`config.mk`:
```
export PLATFORM = sky130hd
export DESIGN_NAME = vga_board_adapter
export DESIGN_NICKNAME = d
export VERILOG_FILES = /design/src/rtl/vga_board_adapter.sv
export SDC_FILE = /design/constraint.sdc
export NUM_CORES = 1
export LEC_CHECK = 0
export CORE_MARGIN = 2
export CORE_UTILIZATION = 44
export DETAILED_ROUTE_END_ITERATION = 16
export PLACE_DENSITY_LB_ADDON = 0.2
export REMOVE_ABC_BUFFERS = 1
export SYNTH_ARGS = -nofsm -noshare
export SYNTH_HDL_FRONTEND = slang
export SYNTH_SLANG_ARGS = --single-unit
```
`constraint.sdc`:
```
create_clock -name clk -period 1.8 [get_ports clk]
set_clock_uncertainty 0.2 [all_clocks]
set_input_delay 0.18 -clock clk [delete_from_list [all_inputs] [get_ports clk]]
set_output_delay 0.18 -clock clk [all_outputs]
set_load 0.01 [all_outputs]
```
`src/rtl/vga_board_adapter.sv`:
```
// Board-level adapter for a TinyTapeout-style VGA demo core: divides the
// board clock into the core clock, stretches the core reset (system reset or
// debounced button), and drives registered, remapped, blank-gated VGA pins.
module vga_board_adapter #(
    parameter int DIV             = 2,
    parameter int RST_CYCLES      = 4,
    parameter int DEBOUNCE_CYCLES = 16,
    parameter int PIN_MODE        = 0,
    parameter int HS_INVERT       = 0,
    parameter int VS_INVERT       = 0
) (
    input  logic       clk,
    input  logic       rst_n,
    input  logic       btn_n,
    input  logic [7:0] uo_out,
    output logic       core_clk,
    output logic       core_tick,
    output logic       core_rst_n,
    output logic [1:0] vga_r,
    output logic [1:0] vga_g,
    output logic [1:0] vga_b,
    output logic       vga_hs,
    output logic       vga_vs
);

    localparam int DIV_W = $clog2(DIV + 1);
    localparam int DB_W  = $clog2(DEBOUNCE_CYCLES + 1);
    localparam int RST_W = $clog2(RST_CYCLES + 1);

    localparam logic [DIV_W-1:0] DIV_LAST = DIV_W'(DIV - 1);
    localparam logic [DIV_W-1:0] DIV_HALF = DIV_W'(DIV / 2);
    localparam logic [DIV_W-1:0] TICK_AT  = DIV_W'(DIV / 2 - 1);
    localparam logic [DB_W-1:0]  DB_LAST  = DB_W'(DEBOUNCE_CYCLES - 1);
    localparam logic [RST_W-1:0] RST_LOAD = RST_W'(RST_CYCLES);

    // Deasserted sync levels; also what the pins show while blanked.
    localparam logic HS_IDLE = 1'(HS_INVERT);
    localparam logic VS_IDLE = 1'(VS_INVERT);

    // ------------------------------------------------------------------
    // Clock divider
    // ------------------------------------------------------------------
    logic [DIV_W-1:0] div_q, div_d;
    logic             core_clk_q, core_tick_q;

    // Next divider count, wrapping at DIV-1.
    always_comb begin
        div_d = (div_q == DIV_LAST) ? '0 : div_q + DIV_W'(1);
    end

    // Divider state; core_clk and core_tick are decoded from the next count
    // so both flops stay aligned with the count they describe.
    always_ff @(posedge clk) begin
        // NOTE: reset is synchronous, so it lives inside the clocked block and
        // is not in the sensitivity list; all state updates use <= so every
        // flop samples the pre-edge values regardless of statement order.
        if (!rst_n) begin
            div_q       <= '0;
            core_clk_q  <= 1'b0;
            core_tick_q <= 1'b0;
        end else begin
            div_q       <= div_d;
            core_clk_q  <= (div_d >= DIV_HALF);
            core_tick_q <= (div_d == TICK_AT);
        end
    end

    // ------------------------------------------------------------------
    // Button synchronizer and debouncer (level 1 = released)
    // ------------------------------------------------------------------
    logic [1:0]      sync_q;
    logic            btn_sync;
    logic            deb_q, deb_d;
    logic [DB_W-1:0] deb_cnt_q, deb_cnt_d;

    assign btn_sync = sync_q[1];

    // Debounce: count while the synced level disagrees, flip when it has
    // disagreed for DEBOUNCE_CYCLES consecutive cycles.
    always_comb begin
        // NOTE: every variable gets a default first so no path leaves it
        // unassigned, which would otherwise infer a latch.
        deb_d     = deb_q;
        deb_cnt_d = '0;
        if (btn_sync != deb_q) begin
            if (deb_cnt_q == DB_LAST) begin
                deb_d = btn_sync;
            end else begin
                deb_cnt_d = deb_cnt_q + DB_W'(1);
            end
        end
    end

    // Synchronizer and debounce state; both start in the released state.
    always_ff @(posedge clk) begin
        if (!rst_n) begin
            sync_q    <= 2'b11;
            deb_q     <= 1'b1;
            deb_cnt_q <= '0;
        end else begin
            sync_q    <= {sync_q[0], btn_n};
            deb_q     <= deb_d;
            deb_cnt_q <= deb_cnt_d;
        end
    end

    // ------------------------------------------------------------------
    // Core reset stretcher
    // ------------------------------------------------------------------
    logic             cause;
    logic [RST_W-1:0] hold_q, hold_d;
    logic             core_rst_n_q;

    // The cause covers the flip cycle (deb_d) so the core reset asserts on
    // the same edge the debounced state goes pressed, and the settled state
    // (deb_q) so the countdown starts only once it reads released.
    assign cause = !rst_n || !deb_q || !deb_d;

    // Hold counter: reload while any cause is active, else count down to 0.
    always_comb begin
        hold_d = hold_q;
        if (cause) begin
            hold_d = RST_LOAD;
        end else if (hold_q != '0) begin
            hold_d = hold_q - RST_W'(1);
        end
    end

    // Hold counter and core reset flop; core_rst_n rises as hold hits 0.
    always_ff @(posedge clk) begin
        if (!rst_n) begin
            hold_q       <= RST_LOAD;
            core_rst_n_q <= 1'b0;
        end else begin
            hold_q       <= hold_d;
            core_rst_n_q <= (hold_d == '0);
        end
    end

    // ------------------------------------------------------------------
    // Pin stage
    // ------------------------------------------------------------------
    logic [1:0] pin_r, pin_g, pin_b;
    logic       pin_hs, pin_vs;
    logic [1:0] vga_r_q, vga_g_q, vga_b_q;
    logic       vga_hs_q, vga_vs_q;

    // Unpack colour and sync fields from the core output byte.
    always_comb begin
        if (PIN_MODE == 0) begin
            pin_hs = uo_out[7];
            pin_vs = uo_out[3];
            pin_r  = {uo_out[0], uo_out[4]};
            pin_g  = {uo_out[1], uo_out[5]};
            pin_b  = {uo_out[2], uo_out[6]};
        end else begin
            pin_hs = uo_out[7];
            pin_vs = uo_out[6];
            pin_b  = uo_out[5:4];
            pin_g  = uo_out[3:2];
            pin_r  = uo_out[1:0];
        end
    end

    // Register the pins, blanking while the core is held in reset.
    always_ff @(posedge clk) begin
        if (!rst_n || !core_rst_n_q) begin
            vga_r_q  <= 2'b00;
            vga_g_q  <= 2'b00;
            vga_b_q  <= 2'b00;
            vga_hs_q <= HS_IDLE;
            vga_vs_q <= VS_IDLE;
        end else begin
            vga_r_q  <= pin_r;
            vga_g_q  <= pin_g;
            vga_b_q  <= pin_b;
            vga_hs_q <= pin_hs ^ HS_IDLE;
            vga_vs_q <= pin_vs ^ VS_IDLE;
        end
    end

    assign core_clk   = core_clk_q;
    assign core_tick  = core_tick_q;
    assign core_rst_n = core_rst_n_q;
    assign vga_r      = vga_r_q;
    assign vga_g      = vga_g_q;
    assign vga_b      = vga_b_q;
    assign vga_hs     = vga_hs_q;
    assign vga_vs     = vga_vs_q;

endmodule
```
==> flow_metrics.tcl <==
set metrics [dict create \
    power.net_switching_uw 272 \
    vias 550 \
    worst-path-max-fanout 4 \
    status "complete, no violations" \
    drc_violations 0 \
    netlist_instances 71 \
    clock_sinks 23 \
    via_per_inst 4.82 \
    io_buffers 21 \
    timing.critical_path.arrival_ns 1.67 \
    share_of_the_cycle_needed_by_the_critical_path_after_routing_pct 92.9 \
    power_report.internal_total_uw 784 \
    rsz0062_at_grt "false" \
    cts.root.buffer_cell "clkbuf_4" \
    area.sequential_sq_um 460 \
    final.setup.tns_ns 0 \
    yosys_warnings 0 \
    path_common_cell "ha_1" \
    power_frac_clock_pct 21.0 \
    final_common_cell "dfxtp_1" \
    switching_share_pct 25.8 \
    n_fill_cell 152 \
    timing.critical_path.cells "ha_1 > and3_1 > ha_1 > nand2b_1 > nand3_2 > or2_1" \
    layout_cells_sized_above_1_pct 8.25 \
    globalRouteTotalUtil_pct 12.2 \
    timing.critical_path.from_type "flip-flop" \
    worst_path_dominant_cell_family "simple AND/OR/NAND/NOR gates" \
    cts_tree "done" \
    worst_hold_path_type "flip-flop to flip-flop" \
    avgRoutedWirePerCell_um 10.0 \
    hpwl_um 909 \
    detail_route.wirelength_um 1140 \
    most-common-layout-cells "23 x dfxtp_1, 21 x clkdlybuf4s50_1, 9 x and3_1" \
    path_buf_inv 0 \
    drtPass1Iterations 4 \
    route.antenna.remaining_nets 0 \
    final_nets 114 \
    multiInputGateArea_sq_um 293 \
    fin_util_pct 62.1 \
    initial_antenna_violation_count 0 \
    grt_max_degree 14 \
    post_cts.resized_instances 0 \
    area_growth_pct 34.3 \
    clk-insertion-delay-late_ns 0.30 \
    cts-buffers-inserted 3 \
    antenna-diode-count 0 \
    final_max_slew_viol_count 0 \
    synth.yosys.seq_area_share_pct 59.0 \
    worst-r2r-setup-slack_ns 0.13 \
    required_ns 1.80 \
    clk_path_buf_depth 2 \
    post-cts-setup-buffer-count 0 \
    max_slew_margin_pct 87.8 \
    clk_pin_slew_worst_paths_ns 0.11 \
    static-leakage-power_nw 0.463 \
    core_area_sq_um 1690 \
    critPathCaptureType "flip-flop" \
    worstMarginPinSlew_ns 0.183 \
    first_drt_iteration_drcs 6 \
    leftover_overflow_at_the_end_of_global_routing 0 \
    syn-cell-area_sq_um 781 \
    holdBufCountCts 0 \
    critPathKind "flip-flop to flip-flop" \
    critical-path-max-stage-delay_ns 0.34 \
    h-tree-depth 1 \
    die-area_sq_um 2130 \
    grt_pass1_wl_um 1850 \
    achievable-frequency_mhz 598 \
    cap_viol_max_count 0 \
    seq_power_share_pct 55.9 \
    core.rowCount 15 \
    die_width_um 46.1 \
    effective_utilization_at_floorplan_pct 46.2 \
    logic_pwr_share_pct 23.1 \
    timing_hold_violations_final 0 \
    ir_worst_vdd_mv 0.574 \
    yosys_reg_bits 23 \
    yosys.cell_types.count 22 \
    power_per_cell_area_nw_per_um2 1010 \
    setup_viol 0 \
    top_level_ports 22 \
    die-height_um 46.1 \
    slowest_stage "dfxtp_1" \
    synth_area_per_cell_sq_um 11.0 \
    hold_slack_ns 0.220 \
    globalplace.congestion 0.658 \
    first_global_vias 499 \
    layout_min_cycle_time_ns 1.67 \
]
## layout make-up
| cell class | count | area share, % |
|---|---|---|
| tap | 17 | 2.03 |
| sequential | 23 | 43.9 |
| timing repair buffer | 23 | 21.5 |
| clock buffer | 4 | 2.51 |
| inverter | 6 | 2.15 |
| multi-input combinational | 41 | 27.9 |
## layer usage
metal | global-route usage [%] | vias up | part of all wire [%]
met5 | 0 | - | 0
met4 | 6.86 | 0 | 1.7
met3 | 2.35 | 2 | 3.2
met2 | 22.5 | 12 | 49
met1 | 12.7 | 255 | 46
li1 | - | 281 | -
## registers in the layout (all words and copies together), names as in the netlist
name	count
hold_q	3
vga_b	2
core_rst_n	1
deb_q	1
core_tick	1
core_clk	1
deb_cnt_q	5
sync_q	2
vga_vs	1
div_q	1
vga_r	2
vga_hs	1
vga_g	2
## worst reg2reg max path, cell delays in order, from the launching register on
cell      delay [ns]
dfxtp_1         0.34
ha_1            0.22
and3_1          0.18
ha_1            0.19
nand2b_1        0.11
nand3_2         0.12
or2_1           0.22
## power by group through the flow
stage / logic, mW / clock network, mW / registers (mW)
floorplan: 0.130 / 0 / 0.614
global placement: 0.245 / 0 / 0.600
detailed placement: 0.247 / 0 / 0.603
CTS: 0.249 / 0.235 / 0.592
global route: 0.282 / 0.253 / 0.599
finish: 0.244 / 0.222 / 0.591
## synth_stat cells
cell type | number | area [sq um]
nand2b_1 | 3 | 18.8
inv_1 | 6 | 22.5
nor2b_1 | 2 | 12.5
nor2_1 | 6 | 22.5
and2_1 | 1 | 6.26
ha_1 | 5 | 62.6
o21ai_0 | 1 | 5.00
xnor2_1 | 1 | 8.76
nand2_1 | 1 | 3.75
a21oi_1 | 1 | 5.00
nand3b_2 | 1 | 11.3
nand3_1 | 1 | 5.00
nand3_2 | 1 | 10.0
a211oi_2 | 1 | 12.5
nor3b_1 | 1 | 7.51
or2_1 | 1 | 6.26
nor3_1 | 1 | 5.00
clkbuf_2 | 1 | 5.00
and3_1 | 9 | 56.3
dfxtp_1 | 23 | 460
and2b_1 | 1 | 7.51
xor2_1 | 3 | 26.3
## final timing paths
path	startpoint	endpoint	cells past startpoint
worst min register to register	sync_q[0]$_SDFF_PN1_	sync_q[1]$_SDFF_PN1_	1
worst max-delay path	deb_cnt_q[0]$_SDFF_PP0_	hold_q[2]$_SDFF_PN1_	6
worst min-delay path	sync_q[0]$_SDFF_PN1_	sync_q[1]$_SDFF_PN1_	1
worst max register to register	deb_cnt_q[0]$_SDFF_PP0_	hold_q[2]$_SDFF_PN1_	6
## through the flow
step	setup slack, ns	area (sq um)	std cells	total power [mW]
floorplan	0.214	776	70	0.744
global placement	0.177	1020	110	0.845
detailed placement	0.131	1020	110	0.851
CTS	0.118	1050	114	1.08
global route	0.0258	1050	114	1.13
finish	0.128	1050	114	1.06
## cell families after synthesis
kind of cell | share of synthesized area, %
and+or+nand+nor | 22.1
DFF | 59.0
buffers and inverters | 3.52
adders and majority gates | 8.01
xor gates and xnor gates | 4.49
AOI/OAI and AO/OA | 2.88
Note: power is estimated with default switching activity, not from simulation.
